--- src/rtl/avg_frame_sequencer_if.sv ---
// Signal bundle between the frame sequencer, its sample/result streams and the HLS averaging block.
// The master view belongs to the sequencer; the slave view belongs to whatever surrounds it.
interface avg_frame_sequencer_if;
    logic       in_valid;
    logic       in_ready;
    logic [7:0] in_data;
    logic [7:0] num_cfg;

    logic       hls_start;
    logic       hls_done;
    logic [7:0] hls_a;
    logic [7:0] hls_b;
    logic [7:0] hls_c;
    logic [7:0] hls_d;
    logic [7:0] hls_e;
    logic [7:0] hls_f;
    logic [7:0] hls_g;
    logic [7:0] hls_h;
    logic [7:0] hls_num;
    logic [7:0] hls_avg;

    logic       out_valid;
    logic       out_ready;
    logic [7:0] out_avg;
    logic       out_div0;
    logic [15:0] frames_done;

    modport master (
        input  in_valid, in_data, num_cfg, hls_done, hls_avg, out_ready,
        output in_ready, hls_start, hls_a, hls_b, hls_c, hls_d, hls_e, hls_f, hls_g, hls_h,
               hls_num, out_valid, out_avg, out_div0, frames_done
    );

    modport slave (
        output in_valid, in_data, num_cfg, hls_done, hls_avg, out_ready,
        input  in_ready, hls_start, hls_a, hls_b, hls_c, hls_d, hls_e, hls_f, hls_g, hls_h,
               hls_num, out_valid, out_avg, out_div0, frames_done
    );
endinterface

--- src/rtl/avg_frame_sequencer.sv ---
// Packs eight streamed samples into frozen operands, launches one HLS average and
// presents the result on a valid/ready output; a zero divisor bypasses the HLS block.
module avg_frame_sequencer #(
    parameter int HLS_LATENCY = 10,
    parameter int FRAME_LEN   = 8
) (
    input logic                   Clk,
    input logic                   Rst,
    avg_frame_sequencer_if.master bus
);
    localparam int IW = $clog2(FRAME_LEN);
    localparam int CW = $clog2(HLS_LATENCY + 1);
    localparam logic [IW-1:0] LAST_SLOT = IW'(FRAME_LEN - 1);
    localparam logic [CW-1:0] LAT       = CW'(HLS_LATENCY);

    typedef enum logic [1:0] {FILL, LAUNCH, WAIT, HOLD} state_t;

    state_t        state;
    state_t        state_next;
    logic [7:0]    slot [FRAME_LEN];
    logic [IW-1:0] idx;
    logic [CW-1:0] cnt;
    logic [CW-1:0] cnt_next;
    logic [7:0]    num_q;
    logic [7:0]    avg_q;
    logic          div0_q;
    logic [15:0]   frames_q;
    logic          done_prev;
    logic          done_edge;
    logic          alive;
    logic          accept;
    logic          launch;
    logic          skip;
    logic          capture;
    logic          retire;

    assign bus.hls_a       = slot[0];
    assign bus.hls_b       = slot[1];
    assign bus.hls_c       = slot[2];
    assign bus.hls_d       = slot[3];
    assign bus.hls_e       = slot[4];
    assign bus.hls_f       = slot[5];
    assign bus.hls_g       = slot[6];
    assign bus.hls_h       = slot[7];
    assign bus.hls_num     = num_q;
    assign bus.out_avg     = avg_q;
    assign bus.out_div0    = div0_q;
    assign bus.frames_done = frames_q;

    always_ff @(posedge Clk or posedge Rst) begin
        if (Rst) begin
            state <= FILL;
        end else begin
            state <= state_next;
        end
    end

    always_comb begin
        state_next    = state;
        bus.in_ready  = 1'b0;
        bus.hls_start = 1'b0;
        bus.out_valid = 1'b0;
        accept        = 1'b0;
        launch        = 1'b0;
        skip          = 1'b0;
        capture       = 1'b0;
        retire        = 1'b0;
        cnt_next      = cnt + CW'(1);
        done_edge     = bus.hls_done && !done_prev;

        case (state)
            FILL: begin
                bus.in_ready = alive;
                if (alive && bus.in_valid) begin
                    accept = 1'b1;
                    if (idx == LAST_SLOT) begin
                        state_next = LAUNCH;
                    end
                end
            end
            LAUNCH: begin
                if (num_q == 8'd0) begin
                    skip       = 1'b1;
                    state_next = HOLD;
                end else begin
                    launch        = 1'b1;
                    bus.hls_start = 1'b1;
                    state_next    = WAIT;
                end
            end
            WAIT: begin
                // An edge is required because Done stays high after the first computation.
                if (done_edge || (cnt_next == LAT)) begin
                    capture    = 1'b1;
                    state_next = HOLD;
                end
            end
            HOLD: begin
                bus.out_valid = 1'b1;
                if (bus.out_ready) begin
                    retire     = 1'b1;
                    state_next = FILL;
                end
            end
            default: state_next = FILL;
        endcase
    end

    // alive keeps in_ready low until the first clock after reset release.
    always_ff @(posedge Clk or posedge Rst) begin
        if (Rst) begin
            for (int i = 0; i < FRAME_LEN; i++) begin
                slot[i] <= '0;
            end
            idx       <= '0;
            cnt       <= '0;
            num_q     <= '0;
            avg_q     <= '0;
            div0_q    <= 1'b0;
            frames_q  <= '0;
            done_prev <= 1'b0;
            alive     <= 1'b0;
        end else begin
            alive     <= 1'b1;
            done_prev <= bus.hls_done;
            if (accept) begin
                slot[idx] <= bus.in_data;
                if (idx == '0) begin
                    num_q <= bus.num_cfg;
                end
                idx <= (idx == LAST_SLOT) ? '0 : idx + IW'(1);
            end
            if (launch) begin
                cnt <= '0;
            end else if (state == WAIT) begin
                cnt <= cnt_next;
            end
            if (skip) begin
                avg_q  <= 8'd0;
                div0_q <= 1'b1;
            end else if (capture) begin
                avg_q  <= bus.hls_avg;
                div0_q <= 1'b0;
            end
            if (retire) begin
                frames_q <= frames_q + 16'd1;
            end
        end
    end
endmodule

--- src/flat_wrapper.sv ---
// flat-port wrapper written by rule: the top's interface ports become plain ports
module avg_frame_sequencer_flat 
#(
    parameter int HLS_LATENCY = 10,
    parameter int FRAME_LEN   = 8
)
  (Clk, Rst, bus_in_valid, bus_in_data, bus_num_cfg, bus_hls_done, bus_hls_avg, bus_out_ready, bus_in_ready, bus_hls_start, bus_hls_a, bus_hls_b, bus_hls_c, bus_hls_d, bus_hls_e, bus_hls_f, bus_hls_g, bus_hls_h, bus_hls_num, bus_out_valid, bus_out_avg, bus_out_div0, bus_frames_done);
  avg_frame_sequencer_if bus_i ();
  input logic Clk;
  input logic Rst;
  input wire logic [$bits(bus_i.in_valid)-1:0] bus_in_valid;
  input wire logic [$bits(bus_i.in_data)-1:0] bus_in_data;
  input wire logic [$bits(bus_i.num_cfg)-1:0] bus_num_cfg;
  input wire logic [$bits(bus_i.hls_done)-1:0] bus_hls_done;
  input wire logic [$bits(bus_i.hls_avg)-1:0] bus_hls_avg;
  input wire logic [$bits(bus_i.out_ready)-1:0] bus_out_ready;
  output wire logic [$bits(bus_i.in_ready)-1:0] bus_in_ready;
  output wire logic [$bits(bus_i.hls_start)-1:0] bus_hls_start;
  output wire logic [$bits(bus_i.hls_a)-1:0] bus_hls_a;
  output wire logic [$bits(bus_i.hls_b)-1:0] bus_hls_b;
  output wire logic [$bits(bus_i.hls_c)-1:0] bus_hls_c;
  output wire logic [$bits(bus_i.hls_d)-1:0] bus_hls_d;
  output wire logic [$bits(bus_i.hls_e)-1:0] bus_hls_e;
  output wire logic [$bits(bus_i.hls_f)-1:0] bus_hls_f;
  output wire logic [$bits(bus_i.hls_g)-1:0] bus_hls_g;
  output wire logic [$bits(bus_i.hls_h)-1:0] bus_hls_h;
  output wire logic [$bits(bus_i.hls_num)-1:0] bus_hls_num;
  output wire logic [$bits(bus_i.out_valid)-1:0] bus_out_valid;
  output wire logic [$bits(bus_i.out_avg)-1:0] bus_out_avg;
  output wire logic [$bits(bus_i.out_div0)-1:0] bus_out_div0;
  output wire logic [$bits(bus_i.frames_done)-1:0] bus_frames_done;
  assign bus_i.in_valid = bus_in_valid;
  assign bus_i.in_data = bus_in_data;
  assign bus_i.num_cfg = bus_num_cfg;
  assign bus_i.hls_done = bus_hls_done;
  assign bus_i.hls_avg = bus_hls_avg;
  assign bus_i.out_ready = bus_out_ready;
  assign bus_in_ready = bus_i.in_ready;
  assign bus_hls_start = bus_i.hls_start;
  assign bus_hls_a = bus_i.hls_a;
  assign bus_hls_b = bus_i.hls_b;
  assign bus_hls_c = bus_i.hls_c;
  assign bus_hls_d = bus_i.hls_d;
  assign bus_hls_e = bus_i.hls_e;
  assign bus_hls_f = bus_i.hls_f;
  assign bus_hls_g = bus_i.hls_g;
  assign bus_hls_h = bus_i.hls_h;
  assign bus_hls_num = bus_i.hls_num;
  assign bus_out_valid = bus_i.out_valid;
  assign bus_out_avg = bus_i.out_avg;
  assign bus_out_div0 = bus_i.out_div0;
  assign bus_frames_done = bus_i.frames_done;
  avg_frame_sequencer #(.HLS_LATENCY(HLS_LATENCY), .FRAME_LEN(FRAME_LEN)) u_core (.Clk(Clk), .Rst(Rst), .bus(bus_i));
endmodule
--- config.mk ---
export PLATFORM = sky130hd
export DESIGN_NAME = avg_frame_sequencer_flat
export DESIGN_NICKNAME = d
export VERILOG_FILES = /design/src/rtl/avg_frame_sequencer_if.sv /design/src/rtl/avg_frame_sequencer.sv /design/src/flat_wrapper.sv
export SDC_FILE = /design/constraint.sdc
export NUM_CORES = 1
export LEC_CHECK = 0
export BUFFER_PORTS_ARGS = -buffer_cell sky130_fd_sc_hd__buf_2
export CORE_UTILIZATION = 48
export CTS_BUF_LIST = sky130_fd_sc_hd__clkbuf_8
export DETAILED_ROUTE_END_ITERATION = 8
export PLACE_DENSITY_LB_ADDON = 0.1
export REMOVE_ABC_BUFFERS = 1
export SYNTH_ARGS = -nofsm -noshare
export SYNTH_HDL_FRONTEND = slang
export SYNTH_SLANG_ARGS = --single-unit
--- constraint.sdc ---
create_clock -name Clk -period 3.1 [get_ports Clk]
set_input_delay 0.465 -clock Clk [delete_from_list [all_inputs] [get_ports Clk]]
set_output_delay 0.465 -clock Clk [all_outputs]
set_load 0.1 [all_outputs]
## Yosys cells after proc, flatten, opt, wreduce, memory -nomap -nowiden

Cells that the tools add are included.

| cells by class | value |
|---|---|
| $add $sub $neg | 3 |
| reduce and logical (&&, ||, !) cells | 12 |
| multiplexer cells | 28 |
| bitwise gates (word level) | 1 |
| equality and inequality tests | 9 |
| $lt $le $gt $ge | 2 |

Operators with widths:

| operator | count |
|---|---|
| $bwmux 64 | 1 |
| $demux 8 s3 | 1 |
| $mux 8 | 3 |
| $add 16x1->16 const B | 1 |
| $mux 1 | 15 |
| $logic_not 8->1 | 1 |
| $mux 2 | 4 |
| $mux 4 | 2 |
| $pmux 2 s4 | 1 |
| $ne 2x1->1 const B | 3 |
| $add 4x1->4 const B | 1 |
| $eq 2x2->1 const B | 2 |
| $eq 4x4->1 const B | 1 |
| $ge 4x4->1 const B | 1 |
| $lt 4x1->1 const B | 1 |
| $not 3->4 | 1 |
| $reduce_and 4->1 | 1 |
| $reduce_bool 2->1 | 2 |
| $add 3x1->3 const B | 1 |
| $eq 3x3->1 const B | 1 |
| $logic_and 1x1->1 | 3 |
| $logic_not 3->1 | 1 |
| $mux 3 | 1 |
| $eq 2x1->1 const B | 1 |
| other kinds (5) | 5 |

| word-level totals | value |
|---|---|
| bits in registers | 108 |

## Logic depth before layout (Yosys ltp)

| logic depth | value |
|---|---|
| word-level depth | 7 |
| mapped depth | 8 |
| depth with buffers taken out | 7 |

## Worst setup path after synthesis

OpenSTA, ideal clock, no wires.

| path | value |
|---|---|
| kind | register -> output |
| start point | register u_core.num_q[0], in the netlist u_core.bus.hls_num[0] |
| end point | output bus_hls_start |
| data required time | 2.635 ns |
| buffers on the path | 0 |
| stages on the path, launching flop included | 3 |
| path slack | -0.093 ns |
| data arrival time | 2.728 ns |
| cell sequence | dfrtp_1 > nor4_1 > a21boi_1 |

| between the ends | value |
|---|---|
| longest elaborated chain between the ends | 3 |

Ends and longest elaborated chain:

| item | RTL line | text |
|---|---|---|
| start: declaration | avg_frame_sequencer.sv:24 | `logic [7:0] num_q;` |
| start signal: assignment | avg_frame_sequencer.sv:129 | `num_q <= bus.num_cfg;` |
| $logic_not 8->1 | avg_frame_sequencer.sv:82 | `if (num_q == 8'd0) begin` |
| $mux 1 | avg_frame_sequencer.sv:82 |  |
| $mux 1 | avg_frame_sequencer.sv:71 | `case (state)` |
| end: declaration | flat_wrapper.sv:18 | `output wire logic [$bits(bus_i.hls_start)-1:0] bus_hls_start;` |

No other way between the ends.

## Final worst setup path

| path | value |
|---|---|
| start point | register u_core.state[1] |
| end point | output bus_hls_start |

| between the ends | value |
|---|---|
| longest elaborated chain between the ends | 2 |

Ends and longest elaborated chain:

| item | RTL line | text |
|---|---|---|
| start: declaration | avg_frame_sequencer.sv:18 | `state_t state;` |
| start signal: assignment | avg_frame_sequencer.sv:54 | `state <= state_next;` |
| $eq 2x1->1 | avg_frame_sequencer.sv:71 |  |
| $mux 1 | avg_frame_sequencer.sv:71 |  |

No other way between the ends.

==> results.cfg <==
[status]
status = finished clean

[timing]
period_needed_ps = 2390
rsz0062_at_grt = false
fin_hold_ws_ps = 181
slew_headroom_pct = 42.9
clock_skew_ps = 9.44
fin_crit_sh_pct = 77.0
finalMaxSlewViolations = 0
tightestPinTransition_ps = 851
layout_setup_ws_ps = 712
fmax_mhz = 419
setup_viol_count_final = 0
hold_viol = 0

[floorplanning]
initial_core_util_pct = 50.6
die-area_um2 = 9760
fp.coreArea_um2 = 8890
die_w_um = 98.8
die_y_um = 98.8
io_pins = 129
num_rows = 34

[logic_synthesis]
synthTopCellsByCount = dfrtp_1, mux2_2, nand2_1, xnor2_1
yosysSeqAreaShare_pct = 60.1
syn_inst = 320
yosys_warnings = 0
ys_ff_latch = 108
synthesis.area_um2 = 4500
synth_cell_types = 43
synth-main-ff-cell = dfrtp_1
synth_top_area_cell = dfrtp_1
synth-edff-count = 0
yosysTopAreaCellShare_pct = 60.1
synth.most_common_cell = dfrtp_1
synthTopCellsByArea = dfrtp_1, mux2_2, ha_1, mux2_4, xnor2_1
syn_avg_cell_area_um2 = 14.1
postSynth.asyncResetShare_pct = 100

[clock_tree]
ctsResizeCount = 0
postCtsHoldBufs = 0
clkSlewWorstSetupHoldPaths_ps = 100
cts_tree = built
cts-root-buf = clkbuf_8
cts_max_level = 3
cts_buffers = 9
postCtsSetupRepairBufs = 0
clkLatencyLatePin_ps = 360
cts_sinks = 108
clock_path_buffers = 2

[route]
topRoutingLayerUsed = met4
routed_wl_mm = 9.15
dr.pass1.iters = 4
via_per_inst = 5.15
route.detailed.drc = 0
drtIter0Drc = 84
wl_met3_um = 569
avgRoutedWirePerCell_um = 16.1
ant_nets = 0
m1WireLength_mm = 4.42
via_count = 2931
wl_met2_mm = 4.04

[placement]
dp_hpwl_mm = 6.64
place.gp.congestion = 0.728
io_buffer_count = 128
dp_slack_ps = 819

[job]
cap_violations = 0

[setup_path]
worst-path-buf-inv = 2
worst_ep_arrival_time_ps = 1920
crit_fanout = 5
reg2reg_from = u_core.state[0]
slowest_stage = buf_2
cp-end-kind = output port
cp_cell_sequence = inv_1 > ha_1 > a21boi_1 > buf_2
cpPeakStageDelay_ps = 500
rrSetupSlack_ps = 830
cp-start-kind = flip-flop
critical_path_depth = 4
reg2reg_depth = 6
required_ps = 2630
criticalPathCategory = reg -> out
crit_path_start = u_core.state[1]
reg2reg_to = u_core.bus.hls_c[1]
crit_family = buffers and inverters

[global_route]
grt_use_total_pct = 20.2
grt_max_degree = 52
overflow = 0
grt_pass1_vias = 2860
antenna_found_initial = 0
grt_pass1_wl_mm = 15.1

[cells_and_area]
drive_gt1_share_pct = 51.2
n_antenna_cell = 0
fin_nets = 495
area_growth_pct = 21.0

[hold_path]
hold_path.class = in -> async
-- placed cells by master, fill, tap and decap left out, types with 2 or more instances in the layout --
master,n
nor3_2,3
clkinv_4,3
nor2_1,7
mux2i_1,8
mux2_4,8
buf_2,128
nor2_2,3
mux2_2,68
ha_1,10
nand3_1,10
or2_2,2
clkbuf_8,9
nor4_1,3
xor2_1,5
xnor2_1,13
nand2b_1,3
clkinvlp_4,2
a21oi_1,2
dfrtp_1,108
inv_1,7
buf_4,3
o21ai_0,2
and4_1,2
nand4_1,2
nand2_1,27
nor3_1,2
-- worst max path at each step --
stage                           to  slack (ps)
3_5_place_dp   u_core.bus.hls_c[2]         820
5_1_grt              bus_hls_start         540
4_1_cts              bus_hls_start         660
6_report             bus_hls_start         710
3_3_place_gp   u_core.bus.hls_c[0]         910
2_1_floorplan         u_core.alive        -210
-- registers in the layout, summed over array words and instances, names as in the netlist, 2 cells and up --
| signal | flops |
|---|---|
| u_core.bus.frames_done | 16 |
| u_core.bus.hls_a | 8 |
| u_core.bus.hls_b | 8 |
| u_core.bus.hls_c | 8 |
| u_core.bus.hls_d | 8 |
| u_core.bus.hls_e | 8 |
| u_core.bus.hls_f | 8 |
| u_core.bus.hls_g | 8 |
| u_core.bus.hls_h | 8 |
| u_core.bus.hls_num | 8 |
| u_core.bus.out_avg | 8 |
| u_core.cnt | 4 |
| u_core.idx | 3 |
| u_core.state | 2 |
-- cell type report --
| cell class | count | area, um2 |
|---|---|---|
| timing repair buffer | 131 | 663 |
| sequential | 108 | 2700 |
| tap | 108 | 135 |
| clock buffer | 9 | 124 |
| clock inverter | 7 | 53.8 |
| fill | 755 | 3450 |
| inverter | 7 | 28.8 |
| multi-input combinational | 199 | 1730 |
-- kinds of logic after synthesis --
family	Yosys count	synth area share (%)
muxes	84	21.5
adders and majority gates	10	2.78
other	1	0.0834
xor gates and xnor gates	18	3.51
DFF	108	60.1
buffers and inverters	13	1.34
and+or+nand+nor	74	8.90
AOI/OAI and AO/OA	12	1.81
-- metrics by stage --
step           instance area [um2]  utilization (%)  cells  setup TNS [ps]
6_report                      5440             61.2    569               0
5_1_grt                       5440             61.2    569               0
4_1_cts                       5440             61.2    569               0
3_5_place_dp                  5260             59.2    553               0
3_3_place_gp                  5260             59.2    553               0
2_1_floorplan                 4460                -    314          -22840
-- metal layers --
| layer | vias to the layer above | global-route usage, % |
|---|---|---|
| met5 | - | 0 |
| met4 | 0 | 7.23 |
| met3 | 12 | 4.33 |
| met2 | 96 | 30.3 |
| met1 | 1438 | 29.0 |
| li1 | 1385 | - |
Power is left out: the tool's default activity adds up to more than one toggle a clock period on the data nets, which glitch-free logic cannot reach.
